==> src/rtl/vga_axil_arbiter.sv <==
// Two-master to one-slave AXI-Lite arbiter for the VGA control plane.
// Read and write directions arbitrate independently with round-robin fairness.
module vga_axil_arbiter #(
    parameter int unsigned ADDR_W = 32,
    parameter int unsigned DATA_W = 32
) (
    input  logic                clk,
    input  logic                arst_n,

    input  logic [ADDR_W-1:0]   s0_awaddr,
    input  logic                s0_awvalid,
    output logic                s0_awready,
    input  logic [DATA_W-1:0]   s0_wdata,
    input  logic [DATA_W/8-1:0] s0_wstrb,
    input  logic                s0_wvalid,
    output logic                s0_wready,
    output logic [1:0]          s0_bresp,
    output logic                s0_bvalid,
    input  logic                s0_bready,
    input  logic [ADDR_W-1:0]   s0_araddr,
    input  logic                s0_arvalid,
    output logic                s0_arready,
    output logic [DATA_W-1:0]   s0_rdata,
    output logic [1:0]          s0_rresp,
    output logic                s0_rvalid,
    input  logic                s0_rready,

    input  logic [ADDR_W-1:0]   s1_awaddr,
    input  logic                s1_awvalid,
    output logic                s1_awready,
    input  logic [DATA_W-1:0]   s1_wdata,
    input  logic [DATA_W/8-1:0] s1_wstrb,
    input  logic                s1_wvalid,
    output logic                s1_wready,
    output logic [1:0]          s1_bresp,
    output logic                s1_bvalid,
    input  logic                s1_bready,
    input  logic [ADDR_W-1:0]   s1_araddr,
    input  logic                s1_arvalid,
    output logic                s1_arready,
    output logic [DATA_W-1:0]   s1_rdata,
    output logic [1:0]          s1_rresp,
    output logic                s1_rvalid,
    input  logic                s1_rready,

    output logic [ADDR_W-1:0]   m_awaddr,
    output logic                m_awvalid,
    input  logic                m_awready,
    output logic [DATA_W-1:0]   m_wdata,
    output logic [DATA_W/8-1:0] m_wstrb,
    output logic                m_wvalid,
    input  logic                m_wready,
    input  logic [1:0]          m_bresp,
    input  logic                m_bvalid,
    output logic                m_bready,
    output logic [ADDR_W-1:0]   m_araddr,
    output logic                m_arvalid,
    input  logic                m_arready,
    input  logic [DATA_W-1:0]   m_rdata,
    input  logic [1:0]          m_rresp,
    input  logic                m_rvalid,
    output logic                m_rready
);

    typedef enum logic [1:0] {WIdle, WAddr, WResp} w_state_e;
    typedef enum logic [1:0] {RIdle, RAddr, RData} r_state_e;

    w_state_e w_state_q;
    logic     w_grant_q;
    logic     w_last_q;
    logic     aw_done_q;
    logic     w_done_q;

    r_state_e r_state_q;
    logic     r_grant_q;
    logic     r_last_q;

    // Tie goes to the master that did not win last; a lone requester always wins.
    function automatic logic pick(input logic req0, input logic req1, input logic last);
        return (req0 & req1) ? ~last : req1;
    endfunction

    logic aw_hs, w_hs, b_hs, ar_hs, r_hs;

    assign aw_hs = m_awvalid & m_awready;
    assign w_hs  = m_wvalid & m_wready;
    assign b_hs  = m_bvalid & m_bready;
    assign ar_hs = m_arvalid & m_arready;
    assign r_hs  = m_rvalid & m_rready;

    always_ff @(posedge clk) begin
        if (!arst_n) begin
            w_state_q <= WIdle;
            w_grant_q <= 1'b0;
            w_last_q  <= 1'b1;
            aw_done_q <= 1'b0;
            w_done_q  <= 1'b0;
        end else begin
            case (w_state_q)
                WIdle: begin
                    aw_done_q <= 1'b0;
                    w_done_q  <= 1'b0;
                    if (s0_awvalid | s1_awvalid) begin
                        w_grant_q <= pick(s0_awvalid, s1_awvalid, w_last_q);
                        w_state_q <= WAddr;
                    end
                end
                WAddr: begin
                    if (aw_hs) aw_done_q <= 1'b1;
                    if (w_hs)  w_done_q  <= 1'b1;
                    if ((aw_done_q | aw_hs) & (w_done_q | w_hs)) begin
                        w_state_q <= WResp;
                    end
                end
                WResp: begin
                    if (b_hs) begin
                        w_last_q  <= w_grant_q;
                        w_state_q <= WIdle;
                    end
                end
                default: w_state_q <= WIdle;
            endcase
        end
    end

    always_ff @(posedge clk) begin
        if (!arst_n) begin
            r_state_q <= RIdle;
            r_grant_q <= 1'b0;
            r_last_q  <= 1'b1;
        end else begin
            case (r_state_q)
                RIdle: begin
                    if (s0_arvalid | s1_arvalid) begin
                        r_grant_q <= pick(s0_arvalid, s1_arvalid, r_last_q);
                        r_state_q <= RAddr;
                    end
                end
                RAddr: begin
                    if (ar_hs) r_state_q <= RData;
                end
                RData: begin
                    if (r_hs) begin
                        r_last_q  <= r_grant_q;
                        r_state_q <= RIdle;
                    end
                end
                default: r_state_q <= RIdle;
            endcase
        end
    end

    logic w_held, w_addr_ph, w_resp_ph;
    logic r_held, r_addr_ph, r_data_ph;

    assign w_held    = (w_state_q != WIdle);
    assign w_addr_ph = (w_state_q == WAddr);
    assign w_resp_ph = (w_state_q == WResp);
    assign r_held    = (r_state_q != RIdle);
    assign r_addr_ph = (r_state_q == RAddr);
    assign r_data_ph = (r_state_q == RData);

    // Slave-side outputs: payload from the granted master, zero while idle.
    always_comb begin
        m_awaddr  = '0;
        m_wdata   = '0;
        m_wstrb   = '0;
        m_awvalid = 1'b0;
        m_wvalid  = 1'b0;
        m_bready  = 1'b0;
        if (w_held) begin
            m_awaddr  = w_grant_q ? s1_awaddr : s0_awaddr;
            m_wdata   = w_grant_q ? s1_wdata  : s0_wdata;
            m_wstrb   = w_grant_q ? s1_wstrb  : s0_wstrb;
            m_awvalid = w_addr_ph & ~aw_done_q & (w_grant_q ? s1_awvalid : s0_awvalid);
            m_wvalid  = w_addr_ph & ~w_done_q  & (w_grant_q ? s1_wvalid  : s0_wvalid);
            m_bready  = w_resp_ph & (w_grant_q ? s1_bready : s0_bready);
        end
    end

    always_comb begin
        m_araddr  = '0;
        m_arvalid = 1'b0;
        m_rready  = 1'b0;
        if (r_held) begin
            m_araddr  = r_grant_q ? s1_araddr : s0_araddr;
            m_arvalid = r_addr_ph & (r_grant_q ? s1_arvalid : s0_arvalid);
            m_rready  = r_data_ph & (r_grant_q ? s1_rready  : s0_rready);
        end
    end

    logic w_addr0, w_addr1, w_resp0, w_resp1;
    logic r_addr0, r_addr1, r_data0, r_data1;

    assign w_addr0 = w_addr_ph & ~w_grant_q;
    assign w_addr1 = w_addr_ph &  w_grant_q;
    assign w_resp0 = w_resp_ph & ~w_grant_q;
    assign w_resp1 = w_resp_ph &  w_grant_q;
    assign r_addr0 = r_addr_ph & ~r_grant_q;
    assign r_addr1 = r_addr_ph &  r_grant_q;
    assign r_data0 = r_data_ph & ~r_grant_q;
    assign r_data1 = r_data_ph &  r_grant_q;

    // Master-side outputs: only the granted master ever sees a handshake or response.
    always_comb begin
        s0_awready = w_addr0 & ~aw_done_q & m_awready;
        s1_awready = w_addr1 & ~aw_done_q & m_awready;
        s0_wready  = w_addr0 & ~w_done_q & m_wready;
        s1_wready  = w_addr1 & ~w_done_q & m_wready;
        s0_bvalid  = w_resp0 & m_bvalid;
        s1_bvalid  = w_resp1 & m_bvalid;
        s0_bresp   = w_resp0 ? m_bresp : 2'b00;
        s1_bresp   = w_resp1 ? m_bresp : 2'b00;
    end

    always_comb begin
        s0_arready = r_addr0 & m_arready;
        s1_arready = r_addr1 & m_arready;
        s0_rvalid  = r_data0 & m_rvalid;
        s1_rvalid  = r_data1 & m_rvalid;
        s0_rdata   = r_data0 ? m_rdata : '0;
        s1_rdata   = r_data1 ? m_rdata : '0;
        s0_rresp   = r_data0 ? m_rresp : 2'b00;
        s1_rresp   = r_data1 ? m_rresp : 2'b00;
    end

endmodule

==> config.mk <==
export PLATFORM = sky130hd
export DESIGN_NAME = vga_axil_arbiter
export DESIGN_NICKNAME = d
export VERILOG_FILES = /design/src/rtl/vga_axil_arbiter.sv
export SDC_FILE = /design/constraint.sdc
export NUM_CORES = 1
export LEC_CHECK = 0
export BUFFER_PORTS_ARGS = -buffer_cell sky130_fd_sc_hd__buf_2
export CAP_MARGIN = 20
export CORE_AREA = 2 2 171 173
export DETAILED_ROUTE_END_ITERATION = 8
export DIE_AREA = 0 0 173 175
export PLACE_DENSITY = 0.35
export SYNTH_ARGS = -nofsm -noshare
export SYNTH_HDL_FRONTEND = slang
export SYNTH_SLANG_ARGS = --single-unit
==> constraint.sdc <==
create_clock -name clk -period 1.69 [get_ports clk]
set_clock_uncertainty 0.1 [all_clocks]
set_input_delay 0.338 -clock clk [delete_from_list [all_inputs] [get_ports clk]]
set_output_delay 0.338 -clock clk [all_outputs]
set_load 0.1 [all_outputs]
* Yosys cells after proc, flatten, opt, wreduce, memory -nomap -nowiden
Index checks and enable logic that the tools add are counted.
Widths: inputs -> output; s select.
** Cells by class
- Eq/ne operators :: 12
- Muxes and demuxes :: 38
- Bitwise logic cells :: 47
- Reduce and logical (&&, ||, !) cells :: 13
** Operators with widths (count)
- $mux 32 :: 8
- $and 1x1->1 :: 37
- $mux 2 :: 10
- $mux 1 :: 14
- $ne 2x2->1 const B :: 7
- $pmux 2 s3 :: 2
- $reduce_and 2->1 :: 6
- $mux 4 :: 2
- $not 1->1 :: 6
- $reduce_and 3->1 :: 2
- $reduce_bool 2->1 :: 3
- $eq 2x1->1 const B :: 2
- $eq 2x2->1 const B :: 2
- $logic_not 2->1 :: 2
- $or 1x1->1 :: 4
- $pmux 1 s2 :: 2
- $ne 2x1->1 const B :: 1
** Word-level totals
- Bits in registers :: 10
- Input bits :: 253
- Output and inout port bits :: 187
- Word-level logic and storage cells :: 118

* Depth between registers and ports, before layout
- Depth after elaboration :: 9
- Depth in mapped cells :: 5
- Mapped depth without buffers :: 3

* Worst setup path before layout
OpenSTA, ideal clock, no wires.
- Path kind :: register to output
- Start point :: register r_grant_q
- End point :: output m_arvalid
- Arrival time :: 2.813 ns
- Required time :: 1.252 ns
- Setup slack :: -1.561 ns
- Cell stages (with the launch flop) :: 4
- Buffers on the path :: 1
- Cell sequence :: dfxtp_1 > buf_4 > mux2i_1 > nor3b_1
** Between the ends
- Word-level cells in the longest chain between the ends :: 3
** Ends and longest elaborated chain
- start: declaration :: RTL line 75 : logic r_grant_q;
- start signal: assignment :: RTL line 135 : r_grant_q <= pick(s0_arvalid, s1_arvalid, r_last_q);
- $mux 1 :: RTL line 187 : m_arvalid = r_addr_ph & (r_grant_q ? s1_arvalid : s0_arvalid);
- $and 1x1->1 :: RTL line 187
- $mux 1 :: RTL line 185 : if (r_held) begin
- end: declaration :: RTL line 57 : output logic m_arvalid,
No other way between the ends.

* Worst setup path after layout
- Start point :: register w_grant_q
- End point :: output m_wdata[11]
** Between the ends
- Word-level cells in the longest chain between the ends :: 2
** Ends and longest elaborated chain
- start: declaration :: RTL line 69 : logic w_grant_q;
- start signal: assignment :: RTL line 104 : w_grant_q <= pick(s0_awvalid, s1_awvalid, w_last_q);
- $mux 32 :: RTL line 173 : m_wdata = w_grant_q ? s1_wdata : s0_wdata;
- $mux 32 :: RTL line 171 : if (w_held) begin
- end: declaration :: RTL line 49 : output logic [DATA_W-1:0] m_wdata,
No other way between the ends.

==> results.md <==
- Die width: 173 µm
- Post-synthesis sequential area ratio: 7.590%
- P_leak: 4.728 nW
- CTS tree: built
- Hold WS: 251.5 ps
- Crit path cell chain: buf_12, clkbuf_16, buf_4, mux2i_2, nor2_4, buf_8
- CORE AREA: 28390 µm²
- Hold/Removal Path Class: input port to flop
- CP top delay family: buffers and inverters
- Placer Congestion: 0.7213
- Crit path buffers/inverters: 4
- Maximum clock insertion buffer count: 2
- DPL Wire Length: 16.83 mm
- Failing checks: setup timing
- Fmax: 0.5033 GHz
- XOR/XNOR Fraction of Synth Area: 0.3321%
- Critical Path Max Stage Delay: 360 ps
- Largest net degree at the start of global routing: 19
- Mean number of vias per cell: 3.815
- Input/output buffers: 439
- Clock Tree Root: clkbuf_16
- Share of layout cells above drive strength 1: 95.78%
- Syn Nets: 638
- Post-synthesis mux area share: 40.32%
- Die ar.: 30280 µm²
- Synth warn: 0
- Clock transition at path regs: 40 ps
- WP data required: 1250 ps
- Sw power: 6.018 mW
- PD cells: 870.0 nW/µm²
- Num CTS Buffers: 3
- Period utilization: 117.6%
- Worst vdd ir: 0.7466 mV
- Slew margin rel.: 73.07%
- Hold Buf Count CTS: 0
- Cell Int Power: 4.577 mW
- Sw frac: 56.80%
- Clk pwr share: 4.4%
- Overall power: 10.59 mW
- First-pass GRT wire length: 32.71 mm
- Final min period: 1987 ps
- Yosys reg bits: 10
- Critical Path Sink Type: primary output
- Htree depth: 1
- Mapped Cells: 385
- RSZ-0062 raised after global routing: true
- Drt first pass iters: 3
- 1st-iter DRT viols: 71
- Via total after detailed routing: 4906
- Status: finished, violations left
- Clk Latency, worst-skew pair: 240 ps
- Worst Setup Path Type: flop to primary output
- Part of the power in registers: 2.9%
- Die H: 175 µm
- DR DRC count: 0
- Area grow syn2layout: 361.7%
- Top Ports: 440
- Design Area, Final: 12180 µm²
- Drt wl/cell: 17.41 µm
- Largest family of logic cells by synthesized area: simple AND/OR/NAND/NOR gates
- Post-route ant nets: 0
- CP max stage cell: dfxtp_4
- Post-synth cell types: 33
- Final Net Count: 1155
- Compound-Gate Fraction of Synth Area: 4.412%
- Initial antenna violation count: 4
- Worst setup SP type: flop
- Comb power frac: 92.7%
- Syn Area/Cell: 6.851 µm²
- Row count: 62
- GRT overflow: 0
- Initial Utilization: 9.290%
- Arrival @ worst endpoint: 1550 ps
- Worst Tran Pin Value: 403.0 ps
- WL final: 22.39 mm
- Synth Area in Simple Gates: 40.75%
- Cell Area, Placed: 9138 µm²
- Total Neg Setup Slack: -37150 ps
- Tot GR Track Use: 13.98%
- CTS sink count: 10
- Hold Fails Final Rpt: 0
- Vias in the first global route: 5375
- Adder-cell area share of the yosys netlist: 0%
- PnR worst setup slack: -296.8 ps
- Setup violators final: 188
- Slew Limit Fails: 0
- Critical path fanouts, max: 6
- Maxcap violations: 0
- Mapped Area: 2638 µm²
-- power groups by stage --
stage / logic, mW / clock network [mW] / registers, mW
after detailed placement: 7.98 / 0 / 0.309
after CTS: 9.50 / 0.482 / 0.306
after global placement: 7.99 / 0 / 0.308
after global routing: 10.1 / 0.498 / 0.310
final: 9.82 / 0.468 / 0.306
after floorplan: 5.49 / 0 / 0.282
-- state kept, by name, indices dropped and copies added (netlist names) --
signal,count
aw_done_q,1
r_grant_q,1
r_last_q,1
r_state_q,2
w_done_q,1
w_grant_q,1
w_last_q,1
w_state_q,2
-- stage by stage --
stage / worst slack, ps / instances / utilization, %
6_report: -296.8 / 1286 / 42.89
3_3_place_gp: -70.92 / 1218 / 32.18
3_5_place_dp: -82.60 / 1218 / 32.18
2_1_floorplan: -208.5 / 385 / -
5_1_grt: -346.4 / 1285 / 42.88
4_1_cts: -290.3 / 1278 / 41.21
-- kinds of logic after synthesis --
group / Yosys count
mux: 106
xor+xnor: 1
simple gates: 219
compound gates: 15
flops: 10
buf+inv: 34
-- final cells by class --
| type | count | area (µm²) |
|---|---|---|
| diodes | 1 | 2.502 |
| clock buffers | 4 | 88.84 |
| fillers | 2641 | 16210 |
| inverters | 2 | 10.01 |
| multi-input cells | 341 | 4671 |
| flip-flops and latches | 10 | 217.7 |
| well taps | 384 | 480.5 |
| repair buffers | 544 | 6708 |
-- repair_timing --
action / in CTS / in global routing
cloned: 18 / 6
gates resized for setup: 319 / 82
buffers inserted: 38 / 6
endpoints found under the setup margin: 188 / 189
pin swaps: 43 / 57
-- per-layer routing --
| metal | vias to the layer above | global-route usage [%] | part of all wire, % | wire length, µm |
|---|---|---|---|---|
| met5 | - | 0 | 0.12 | 27 |
| li1 | 2341 | - | - | - |
| met1 | 2291 | 13.65 | 31 | 7033 |
| met4 | 4 | 1.236 | 0.54 | 120 |
| met3 | 10 | 4.308 | 8.3 | 1863 |
| met2 | 260 | 29.28 | 60 | 13340 |
-- worst paths after layout --
kind / from / endpoint / slack [ps] / depth (start not counted)
setup reg to reg: w_grant_q / w_last_q / -10 / 6
hold reg to reg: w_last_q / w_last_q / 390 / 2
setup / recovery: w_grant_q / m_wdata[11] / -300 / 6
hold / removal: m_bvalid / w_state_q[1] / 250 / 2
-- placed cells by master, fill, tap and decap left out, types with 5 or more instances in the layout --
cell,n
buf_6,27
and2_4,72
buf_16,16
mux2i_4,98
nor2_4,116
clkbuf_16,8
mux2i_2,5
buf_2,252
buf_4,23
buf_12,217
-- Yosys cell counts --
cell       count  area (µm²)
nand3b_1       2       15.01
nor2_2         1       6.260
o32ai_1        1       8.760
nand3_1        1       5.000
mux2i_1      104        1041
nor3b_1        5       37.54
and3_1         4       25.02
nor2_1       118       442.9
xor2_1         1       8.760
buf_2         11       55.05
o21a_1         3       22.52
clkbuf_2       5       25.02
or4b_1         1       10.01
a2111oi_2      1       15.01
a31oi_1        2       12.51
nor3_1         1       5.000
o2bb2ai_1      1       8.760
inv_1          2       7.510
a21boi_0       1       7.510
nand2b_1       4       25.02
mux2_2         2       22.52
nor2b_1        2       12.51
o21ai_0        1       5.000
a21oi_1        1       5.000
dfxtp_1       10       200.2
buf_4          7       52.55
nand2_1        7       26.28
o31ai_1        1       7.510
a21boi_1       2       15.01
clkbuf_1       9       33.78
nand2b_4       1       13.76
and2_1        72       450.4
o31a_1         1       8.760
-- worst reg2reg max path, cell delays in order, from the launching register on --
cell and delay (ps):
dfxtp_4 360, buf_12 150, buf_12 150, mux2i_4 210, buf_6 130, or4b_1 450
nand3_1 80
(Power assumes the default switching activity.)
